==> config.mk <==
export PLATFORM = sky130hd
export DESIGN_NAME = chan_reconfig_sequencer
export DESIGN_NICKNAME = d
export VERILOG_FILES = /design/src/rtl/chan_reconfig_sequencer.sv
export SDC_FILE = /design/constraint.sdc
export NUM_CORES = 1
export LEC_CHECK = 0
export CAP_MARGIN = 20
export CORE_MARGIN = 1.5
export CORE_UTILIZATION = 40
export DETAILED_ROUTE_END_ITERATION = 16
export SLEW_MARGIN = 30
export SYNTH_ARGS = -nofsm -noshare
export SYNTH_HDL_FRONTEND = slang
export SYNTH_SLANG_ARGS = --single-unit
==> constraint.sdc <==
create_clock -name clk -period 3.09 [get_ports clk]
set_input_delay 0.309 -clock clk [delete_from_list [all_inputs] [get_ports clk]]
set_output_delay 0.309 -clock clk [all_outputs]
set_load 0.02 [all_outputs]
==> src/rtl/chan_reconfig_sequencer.sv <==
// Run-time reconfiguration sequencer for the M/2 channelizer chain.
// Requests are validated, then the datapath is drained, held in reset and its FFT core reconfigured.
module chan_reconfig_sequencer #(
    parameter int FFT_SIZE_WIDTH = 12,
    parameter int PAYLOAD_WIDTH  = 16,
    parameter int RESET_CYCLES   = 8,
    parameter int DRAIN_TIMEOUT  = 4096,
    parameter int DEF_FFT_SIZE   = 8,
    parameter int DEF_PAYLOAD    = 16
) (
    input  logic                      clk,
    input  logic                      sync_reset,
    input  logic                      cfg_valid,
    output logic                      cfg_ready,
    input  logic [FFT_SIZE_WIDTH-1:0] cfg_fft_size,
    input  logic [PAYLOAD_WIDTH-1:0]  cfg_payload_length,
    output logic                      cfg_err,
    input  logic                      out_tvalid,
    input  logic                      out_tready,
    input  logic                      out_tlast,
    output logic                      gate_input,
    output logic                      datapath_reset,
    output logic                      fft_aresetn,
    output logic                      fft_config_tvalid,
    output logic [15:0]               fft_config_tdata,
    input  logic                      fft_config_tready,
    output logic [FFT_SIZE_WIDTH-1:0] fft_size,
    output logic [PAYLOAD_WIDTH-1:0]  payload_length_m1,
    output logic                      busy
);

    localparam int RST_CNT_W  = $clog2(RESET_CYCLES);
    localparam int IDLE_CNT_W = (DRAIN_TIMEOUT > 2) ? $clog2(DRAIN_TIMEOUT) : 1;

    localparam logic [RST_CNT_W-1:0]      RST_CNT_INIT = RST_CNT_W'(RESET_CYCLES - 1);
    localparam logic [IDLE_CNT_W-1:0]     IDLE_LIMIT   = IDLE_CNT_W'(DRAIN_TIMEOUT - 1);
    localparam logic [4:0]                DEF_NFFT     = 5'($clog2(DEF_FFT_SIZE));
    localparam logic [FFT_SIZE_WIDTH-1:0] DEF_SIZE     = FFT_SIZE_WIDTH'(DEF_FFT_SIZE);
    localparam logic [PAYLOAD_WIDTH-1:0]  DEF_PAY_M1   = PAYLOAD_WIDTH'(DEF_PAYLOAD - 1);

    typedef enum logic [1:0] {S_RST, S_CFG, S_RUN, S_DRAIN} state_t;

    state_t                    state_q, state_d;
    logic [RST_CNT_W-1:0]      rst_cnt_q, rst_cnt_d;
    logic [IDLE_CNT_W-1:0]     idle_cnt_q, idle_cnt_d;
    logic [FFT_SIZE_WIDTH-1:0] pend_fft_size_q, pend_fft_size_d;
    logic [PAYLOAD_WIDTH-1:0]  pend_payload_m1_q, pend_payload_m1_d;
    logic [4:0]                pend_nfft_q, pend_nfft_d;
    logic [FFT_SIZE_WIDTH-1:0] fft_size_q, fft_size_d;
    logic [PAYLOAD_WIDTH-1:0]  payload_length_m1_q, payload_length_m1_d;
    logic [4:0]                nfft_q, nfft_d;
    logic                      cfg_err_q, cfg_err_d;
    logic                      cfg_ready_q, cfg_ready_d;
    logic                      gate_input_q, gate_input_d;
    logic                      datapath_reset_q, datapath_reset_d;
    logic                      fft_aresetn_q, fft_aresetn_d;
    logic                      fft_config_tvalid_q, fft_config_tvalid_d;
    logic [15:0]               fft_config_tdata_q, fft_config_tdata_d;
    logic                      busy_q, busy_d;

    logic       cfg_hs, out_xfer, out_last;
    logic [4:0] req_log2;
    logic       req_pow2, req_valid;

    function automatic logic [4:0] size_log2(input logic [FFT_SIZE_WIDTH-1:0] size);
        logic [4:0] r;
        r = '0;
        for (int i = 0; i < FFT_SIZE_WIDTH; i++) begin
            if (size[i]) r = 5'(i);
        end
        return r;
    endfunction

    // A request is legal only for a power-of-two FFT size in 8..2048 and a non-zero payload.
    always_comb begin
        cfg_hs    = cfg_valid & cfg_ready_q;
        out_xfer  = out_tvalid & out_tready;
        out_last  = out_xfer & out_tlast;
        req_log2  = size_log2(cfg_fft_size);
        req_pow2  = (cfg_fft_size != '0) &&
                    ((cfg_fft_size & (cfg_fft_size - FFT_SIZE_WIDTH'(1))) == '0);
        req_valid = req_pow2 && (req_log2 >= 5'd3) && (req_log2 <= 5'd11) &&
                    (cfg_payload_length != '0);
    end

    always_ff @(posedge clk or posedge sync_reset) begin
        if (sync_reset) state_q <= S_RST;
        else            state_q <= state_d;
    end

    always_comb begin
        state_d             = state_q;
        rst_cnt_d           = rst_cnt_q;
        idle_cnt_d          = idle_cnt_q;
        pend_fft_size_d     = pend_fft_size_q;
        pend_payload_m1_d   = pend_payload_m1_q;
        pend_nfft_d         = pend_nfft_q;
        fft_size_d          = fft_size_q;
        payload_length_m1_d = payload_length_m1_q;
        nfft_d              = nfft_q;
        cfg_err_d           = 1'b0;
        case (state_q)
            S_RST: begin
                if (rst_cnt_q == '0) state_d = S_CFG;
                else                 rst_cnt_d = rst_cnt_q - RST_CNT_W'(1);
            end
            S_CFG: begin
                if (fft_config_tvalid_q && fft_config_tready) state_d = S_RUN;
            end
            S_RUN: begin
                if (cfg_hs) begin
                    if (req_valid) begin
                        pend_fft_size_d   = cfg_fft_size;
                        pend_payload_m1_d = cfg_payload_length - PAYLOAD_WIDTH'(1);
                        pend_nfft_d       = req_log2;
                        idle_cnt_d        = '0;
                        state_d           = S_DRAIN;
                    end else begin
                        cfg_err_d = 1'b1;
                    end
                end
            end
            S_DRAIN: begin
                // Leave on a frame boundary, or give up once the output has been idle too long.
                if (out_last || (!out_xfer && idle_cnt_q == IDLE_LIMIT)) begin
                    state_d             = S_RST;
                    rst_cnt_d           = RST_CNT_INIT;
                    fft_size_d          = pend_fft_size_q;
                    payload_length_m1_d = pend_payload_m1_q;
                    nfft_d              = pend_nfft_q;
                end else if (out_xfer) begin
                    idle_cnt_d = '0;
                end else begin
                    idle_cnt_d = idle_cnt_q + IDLE_CNT_W'(1);
                end
            end
            default: state_d = S_RST;
        endcase
    end

    // Outputs are decoded from the upcoming state so every port comes straight from a flop.
    always_comb begin
        datapath_reset_d    = (state_d == S_RST);
        fft_aresetn_d       = (state_d != S_RST);
        gate_input_d        = (state_d != S_RUN);
        busy_d              = (state_d != S_RUN);
        cfg_ready_d         = (state_d == S_RUN);
        fft_config_tvalid_d = (state_d == S_CFG);
        fft_config_tdata_d  = {11'd0, nfft_d};
    end

    always_ff @(posedge clk or posedge sync_reset) begin
        if (sync_reset) begin
            rst_cnt_q           <= RST_CNT_INIT;
            idle_cnt_q          <= '0;
            pend_fft_size_q     <= DEF_SIZE;
            pend_payload_m1_q   <= DEF_PAY_M1;
            pend_nfft_q         <= DEF_NFFT;
            fft_size_q          <= DEF_SIZE;
            payload_length_m1_q <= DEF_PAY_M1;
            nfft_q              <= DEF_NFFT;
            cfg_err_q           <= 1'b0;
            cfg_ready_q         <= 1'b0;
            gate_input_q        <= 1'b1;
            datapath_reset_q    <= 1'b1;
            fft_aresetn_q       <= 1'b0;
            fft_config_tvalid_q <= 1'b0;
            fft_config_tdata_q  <= {11'd0, DEF_NFFT};
            busy_q              <= 1'b1;
        end else begin
            rst_cnt_q           <= rst_cnt_d;
            idle_cnt_q          <= idle_cnt_d;
            pend_fft_size_q     <= pend_fft_size_d;
            pend_payload_m1_q   <= pend_payload_m1_d;
            pend_nfft_q         <= pend_nfft_d;
            fft_size_q          <= fft_size_d;
            payload_length_m1_q <= payload_length_m1_d;
            nfft_q              <= nfft_d;
            cfg_err_q           <= cfg_err_d;
            cfg_ready_q         <= cfg_ready_d;
            gate_input_q        <= gate_input_d;
            datapath_reset_q    <= datapath_reset_d;
            fft_aresetn_q       <= fft_aresetn_d;
            fft_config_tvalid_q <= fft_config_tvalid_d;
            fft_config_tdata_q  <= fft_config_tdata_d;
            busy_q              <= busy_d;
        end
    end

    assign cfg_ready         = cfg_ready_q;
    assign cfg_err           = cfg_err_q;
    assign gate_input        = gate_input_q;
    assign datapath_reset    = datapath_reset_q;
    assign fft_aresetn       = fft_aresetn_q;
    assign fft_config_tvalid = fft_config_tvalid_q;
    assign fft_config_tdata  = fft_config_tdata_q;
    assign fft_size          = fft_size_q;
    assign payload_length_m1 = payload_length_m1_q;
    assign busy              = busy_q;

endmodule

==> metrics.cfg, run 1 <==
[clock_network]
post_cts_buffers=0
cts-hold-fix-buffers=0
clk_pin_slew_ns=0.10
tritoncts=built
cts_made_buffers=9
htree_num_levels=3
clk_path_buf_depth=2
clk-insertion-delay-late_ns=0.36
ctsResizeCount=0
clockRootBuffer=clkbuf_8
cts_num_sinks=87

[sta]
rsz0062_at_grt=false
slew_headroom_pct=57.70
timing.final.crit_share_pct=93.46
max_freq_mhz=346.3
worst_slew_pin_slew_ns=0.6287
fin_hold_ws_ns=0.3668
timing.final.crit_period_ns=2.888
hold_viol_final=0
drv_slew=0
setup_viol=0
clock_skew_ns=0.01437

[die]
initial_core_util_pct=41.20
rows=37
die_h_um=105.9
die_w_um=105.9
core_um2=10280
ios=86
die_area_um2=11210

[global_route]
grt_use_total_pct=16.22
grt_use_met3_pct=4.824
grt_max_degree=88
grt_busiest_layer=met2
grt_overflow=0
grt_antenna_before_repair=0
grt_pass1_vias=2956
grt_pass1_wl_um=14250
use_met1_pct=21.81
grt_use_met2_pct=25.46

[detailed_routing]
vias=2991
dr.pass1.iters=4
avgRoutedWirePerCell_um=14.61
vias_per_cell=5.010
wirelength_um=8722
drt_iter0_markers=75
detail-route-antenna-nets=0
drcViolationCount=0

[yosys]
synth_top_area_share_pct=40.19
synth.area.top_cells=dfrtp_1 40%, dfstp_2 12%, mux2_2 11%, mux2_4 7.1%, buf_4 2.3%
syn-mean-instance-area_um2=11.93
seq_area_frac_synth_pct=51.98
netlist_area_um2=4234
synth_edf_count=0
syn_inst=355
synth-seq-cells=87
yosysTopAreaCell=dfrtp_1
async_reset_ff_share_pct=100.0
synth_flop_cell=dfrtp_1
ys_warn_count=0
ys_types=49

[power_and_ir_drop]
p_per_area_nw_per_um2=482.9
ir_worst_vdd_v=0.0002637
p_leak_uw=0.002451

[worst_setup_path]
ff2ff_setup_slack_ns=0.59
path_buf_inv=4
cp.required_ns=3.37
cp-end-kind=register
path_max_fanout=11
worstRegToRegCells=7
timing.rr.start=idle_cnt_q[0]$_DFFE_PP0P_
max_stage_delay_ns=0.55
setup.worst_path.class=in2reg
start_kind=input port
worstPathArrival_ns=3.17
reg2reg_to=idle_cnt_q[0]$_DFFE_PP0P_
worst_path_most_repeated_cell=buf_4
path_cells=clkdlybuf4s50_1, inv_1, ha_1, or3b_4, or4b_4, or4_4, o311ai_2, nor3_4, buf_4, buf_4, o21ai_0
crit_slowest_cell=or4b_4
crit_family=simple AND/OR/NAND/NOR gates

[finish]
layout.cells.most_common_list=73 x clkdlybuf4s50_1, 68 x dfrtp_1, 40 x mux2_2
drive_gt1_share_pct=30.59
layout.cells.most_common=clkdlybuf4s50_1
register_area_um2=2201
multi_input_area_um2=1884
fill_cells=951
final_cells=597
num-nets-final=495
diodes=0
syn2layout_area_growth_pct=28.78

[outcome]
status=completed

[place]
gp_congestion=0.8253
dp_cells=581
portBuffers=73
dp_hpwl_um=6169

[hold_path]
min_path_type=in2async

[run]
cap_violations=0

-- final cells by class --
type / instances / share of cell area [%]
flip-flops and latches: 87 / 40.36
multi-input cells: 246 / 34.56
repair buffers: 102 / 18.08
well taps: 136 / 3.121
clock buffers: 10 / 2.341
clock inverters: 6 / 0.8261
inverters: 10 / 0.7113
-- power by group --
| part | internal (uW) | leakage, uW | switching [uW] |
|---|---|---|---|
| combinational | 275 | 0.00124 | 330 |
| clock | 295 | 0.0000789 | 415 |
| sequential | 1260 | 0.00113 | 61.3 |
| total | 1830 | 0.00245 | 806 |
-- per-layer routing --
layer / routed length, um / up-vias
li1: - / 1436
met1: 3971 / 1471
met2: 4217 / 76
met3: 436 / 8
met4: 97 / 0
met5: 0 / -
-- cells in the mapped netlist, drive strengths merged (8+ instances only) --
| cell | count |
|---|---|
| inv | 10 |
| mux2 | 60 |
| a21oi | 8 |
| nor3 | 15 |
| dfrtp | 68 |
| dfstp | 19 |
| or3 | 10 |
| o21ai | 19 |
| buf | 17 |
| and3 | 9 |
| nand2 | 16 |
| nor2 | 25 |
-- cells by family after synthesis --
| kind of cell | share of synthesized area, % |
|---|---|
| simple gates | 14.33 |
| xor+xnor | 2.482 |
| buf+inv | 4.935 |
| mux | 17.97 |
| compound gates | 6.797 |
| flops | 51.98 |
| other cells | 0.08857 |
| fa+ha+maj | 1.418 |
-- stage by stage --
stage,area (um2),total power [uW],worst slack [ns],setup TNS [ns],utilization [%]
4_1_cts,5448,2675,0.2009,0,53.01
3_3_place_gp,5275,1931,-0.1611,-5.511,51.33
6_report,5453,2633,0.2020,0,53.06
5_1_grt,5453,2794,0.1208,0,53.06
2_1_floorplan,4275,1694,0.2383,0,-
3_5_place_dp,5275,1949,-0.1974,-6.457,51.33
-- sequential cells by signal, indices dropped and copies added, names as in the netlist --
register	count
state_q	2
fft_config_tvalid	1
rst_cnt_q	3
pend_fft_size_q	12
fft_config_tdata	4
fft_aresetn	1
busy	1
cfg_err	1
pend_nfft_q	4
fft_size	12
datapath_reset	1
cfg_ready	1
idle_cnt_q	12
pend_payload_m1_q	16
payload_length_m1	16
-- worst max-delay path by stage --
stage                     startpoint                              end  slack [ns]  cells after the start
2_1_floorplan  cfg_payload_length[0]  pend_fft_size_q[11]$_DFFE_PP0P_        0.24                     10
3_3_place_gp   cfg_payload_length[0]       pend_nfft_q[2]$_DFFE_PP0P_       -0.16                     10
3_5_place_dp   cfg_payload_length[0]       idle_cnt_q[11]$_DFFE_PP0P_       -0.20                     11
4_1_cts        cfg_payload_length[0]       idle_cnt_q[11]$_DFFE_PP0P_        0.20                     11
5_1_grt        cfg_payload_length[1]        idle_cnt_q[8]$_DFFE_PP0P_        0.12                     11
6_report       cfg_payload_length[0]       idle_cnt_q[11]$_DFFE_PP0P_        0.20                     11
-- tightest hold or removal path: cells and delay by family --
kind                   cells  cell delay (ns)
buffers and inverters      3             0.82
Power figures use the tool's default switching activity.
==> run 2: changes to the inputs <==
- PLACE_DENSITY: default -> 0.64
==> metrics.cfg, run 2 (synthesis results as in run 1) <==
[run]
cap_violations=0

[clock_network]
cts-hold-fix-buffers=0
clk_path_buf_depth=2
clockRootBuffer=clkbuf_8
post_cts_buffers=0
clk-insertion-delay-late_ns=0.35
cts_num_sinks=87
htree_num_levels=3
clk_pin_slew_ns=0.09
cts_made_buffers=9
tritoncts=built
ctsResizeCount=0

[worst_setup_path]
cp-end-kind=register
start_kind=input port
path_buf_inv=3
cp.required_ns=3.33
path_max_fanout=17
path_cells=clkdlybuf4s50_1, inv_1, ha_1, or3b_4, or4b_4, or4_4, o311ai_2, nor3_4, buf_12, mux2_4
worstPathArrival_ns=3.16
crit_family=simple AND/OR/NAND/NOR gates
max_stage_delay_ns=0.55
crit_slowest_cell=or4b_4
setup.worst_path.class=in2reg

[global_route]
grt_overflow=0
grt_antenna_before_repair=0
grt_pass1_vias=3013
grt_pass1_wl_um=14140
grt_use_total_pct=15.83
grt_max_degree=53

[power_and_ir_drop]
p_per_area_nw_per_um2=484.3
p_leak_uw=0.002464
ir_worst_vdd_v=0.0003026

[place]
portBuffers=73
dpl-instance-area_um2=5288
gp_congestion=0.8699
place_ws_ns=-0.2218
dp_hpwl_um=6129

[sta]
fin_hold_ws_ns=0.3399
clock_skew_ns=0.01075
slew_headroom_pct=55.89
hold_viol_final=0
timing.final.crit_share_pct=94.73
drv_slew=0
setup_viol=0
max_freq_mhz=341.6
worst_slew_pin_slew_ns=0.6556
timing.final.crit_period_ns=2.927
rsz0062_at_grt=false
fin_ws_ns=0.1629

[finish]
num-nets-final=495
layout.cells.most_common=clkdlybuf4s50_1
layout.cells.most_common_list=73 x clkdlybuf4s50_1, 68 x dfrtp_1, 40 x mux2_2
diodes=0
drive_gt1_share_pct=30.59
stdcell_area_um2=5464
final_util_pct=53.17
syn2layout_area_growth_pct=29.05

[detailed_routing]
wirelength_um=8349
vias_per_cell=5.005
dr.pass1.iters=5
drt_iter0_markers=108
vias=2988
avgRoutedWirePerCell_um=13.98
drcViolationCount=0
detail-route-antenna-nets=0

[die]
die_area_um2=11210
die_w_um=105.9
die_h_um=105.9
ios=86
rows=37
core_um2=10280
initial_core_util_pct=41.20

[outcome]
status=completed

[hold_path]
min_path_type=in2async

run 2: changes by cell type in the layout (fill, tap and decap cells not counted):
cell	before	now
buf_12	3	4
buf_4	26	25
clkbuf_1	1	0
clkinv_2	2	3
clkinv_4	1	0
clkinvlp_4	3	1
inv_6	1	4
nor3_1	13	14
nor3_2	1	0
run 2: layout make-up:
type                    count  area [um2]
multi-input cells         246        1879
repair buffers            102       998.5
flip-flops and latches     87        2201
inverters                  10       38.79
clock buffers               9       123.9
well taps                 136       170.2
fillers                   913        4813
clock inverters             7       52.55
run 2: power breakdown:
group	leakage, uW	switching, uW	internal [uW]
clock network	0.0000908	421	301
registers	0.00113	59.7	1260
logic	0.00124	329	280
total	0.00246	810	1840
run 2: worst reg2reg max path: cells and delay by family (launching register included):
family,cells,cell delay [ns]
adder cells (fa/ha/maj),1,0.24
AO/OA/AOI/OAI,2,0.71
flip-flops,1,0.42
AND/OR/NAND/NOR,4,1.03
run 2: worst paths after layout:
path / from / end / slack, ns / cells after the start
setup / recovery: cfg_payload_length[1] / pend_payload_m1_q[7]$_DFFE_PP0P_ / 0.16 / 10
hold / removal: sync_reset / fft_aresetn$_DFF_PP0_ / 0.34 / 2
setup reg to reg: idle_cnt_q[0]$_DFFE_PP0P_ / idle_cnt_q[0]$_DFFE_PP0P_ / 0.57 / 7
hold reg to reg: pend_payload_m1_q[1]$_DFFE_PP1P_ / pend_payload_m1_q[1]$_DFFE_PP1P_ / 0.48 / 2
max in group asynchronous: sync_reset / fft_config_tdata[0]$_DFFE_PP1P_ / 2.03 / 3
min in group clk: pend_payload_m1_q[1]$_DFFE_PP1P_ / pend_payload_m1_q[1]$_DFFE_PP1P_ / 0.48 / 2
run 2: layer usage:
layer  track usage, %  routed length, um  part of all wire, %
met5                0                  0                    0
met4            6.371                101                  1.2
met3            2.721                335                  4.0
met2            24.49               3900                   47
met1            22.09               4011                   48
run 2: through the flow:
| stage | std cells | TNS [ns] | power [uW] |
|---|---|---|---|
| after floorplan | 366 | 0 | 1694 |
| after global placement | 581 | -4.678 | 1931 |
| after detailed placement | 581 | -6.586 | 1954 |
| after CTS | 597 | 0 | 2679 |
| after global routing | 597 | 0 | 2785 |
| final | 597 | 0 | 2646 |
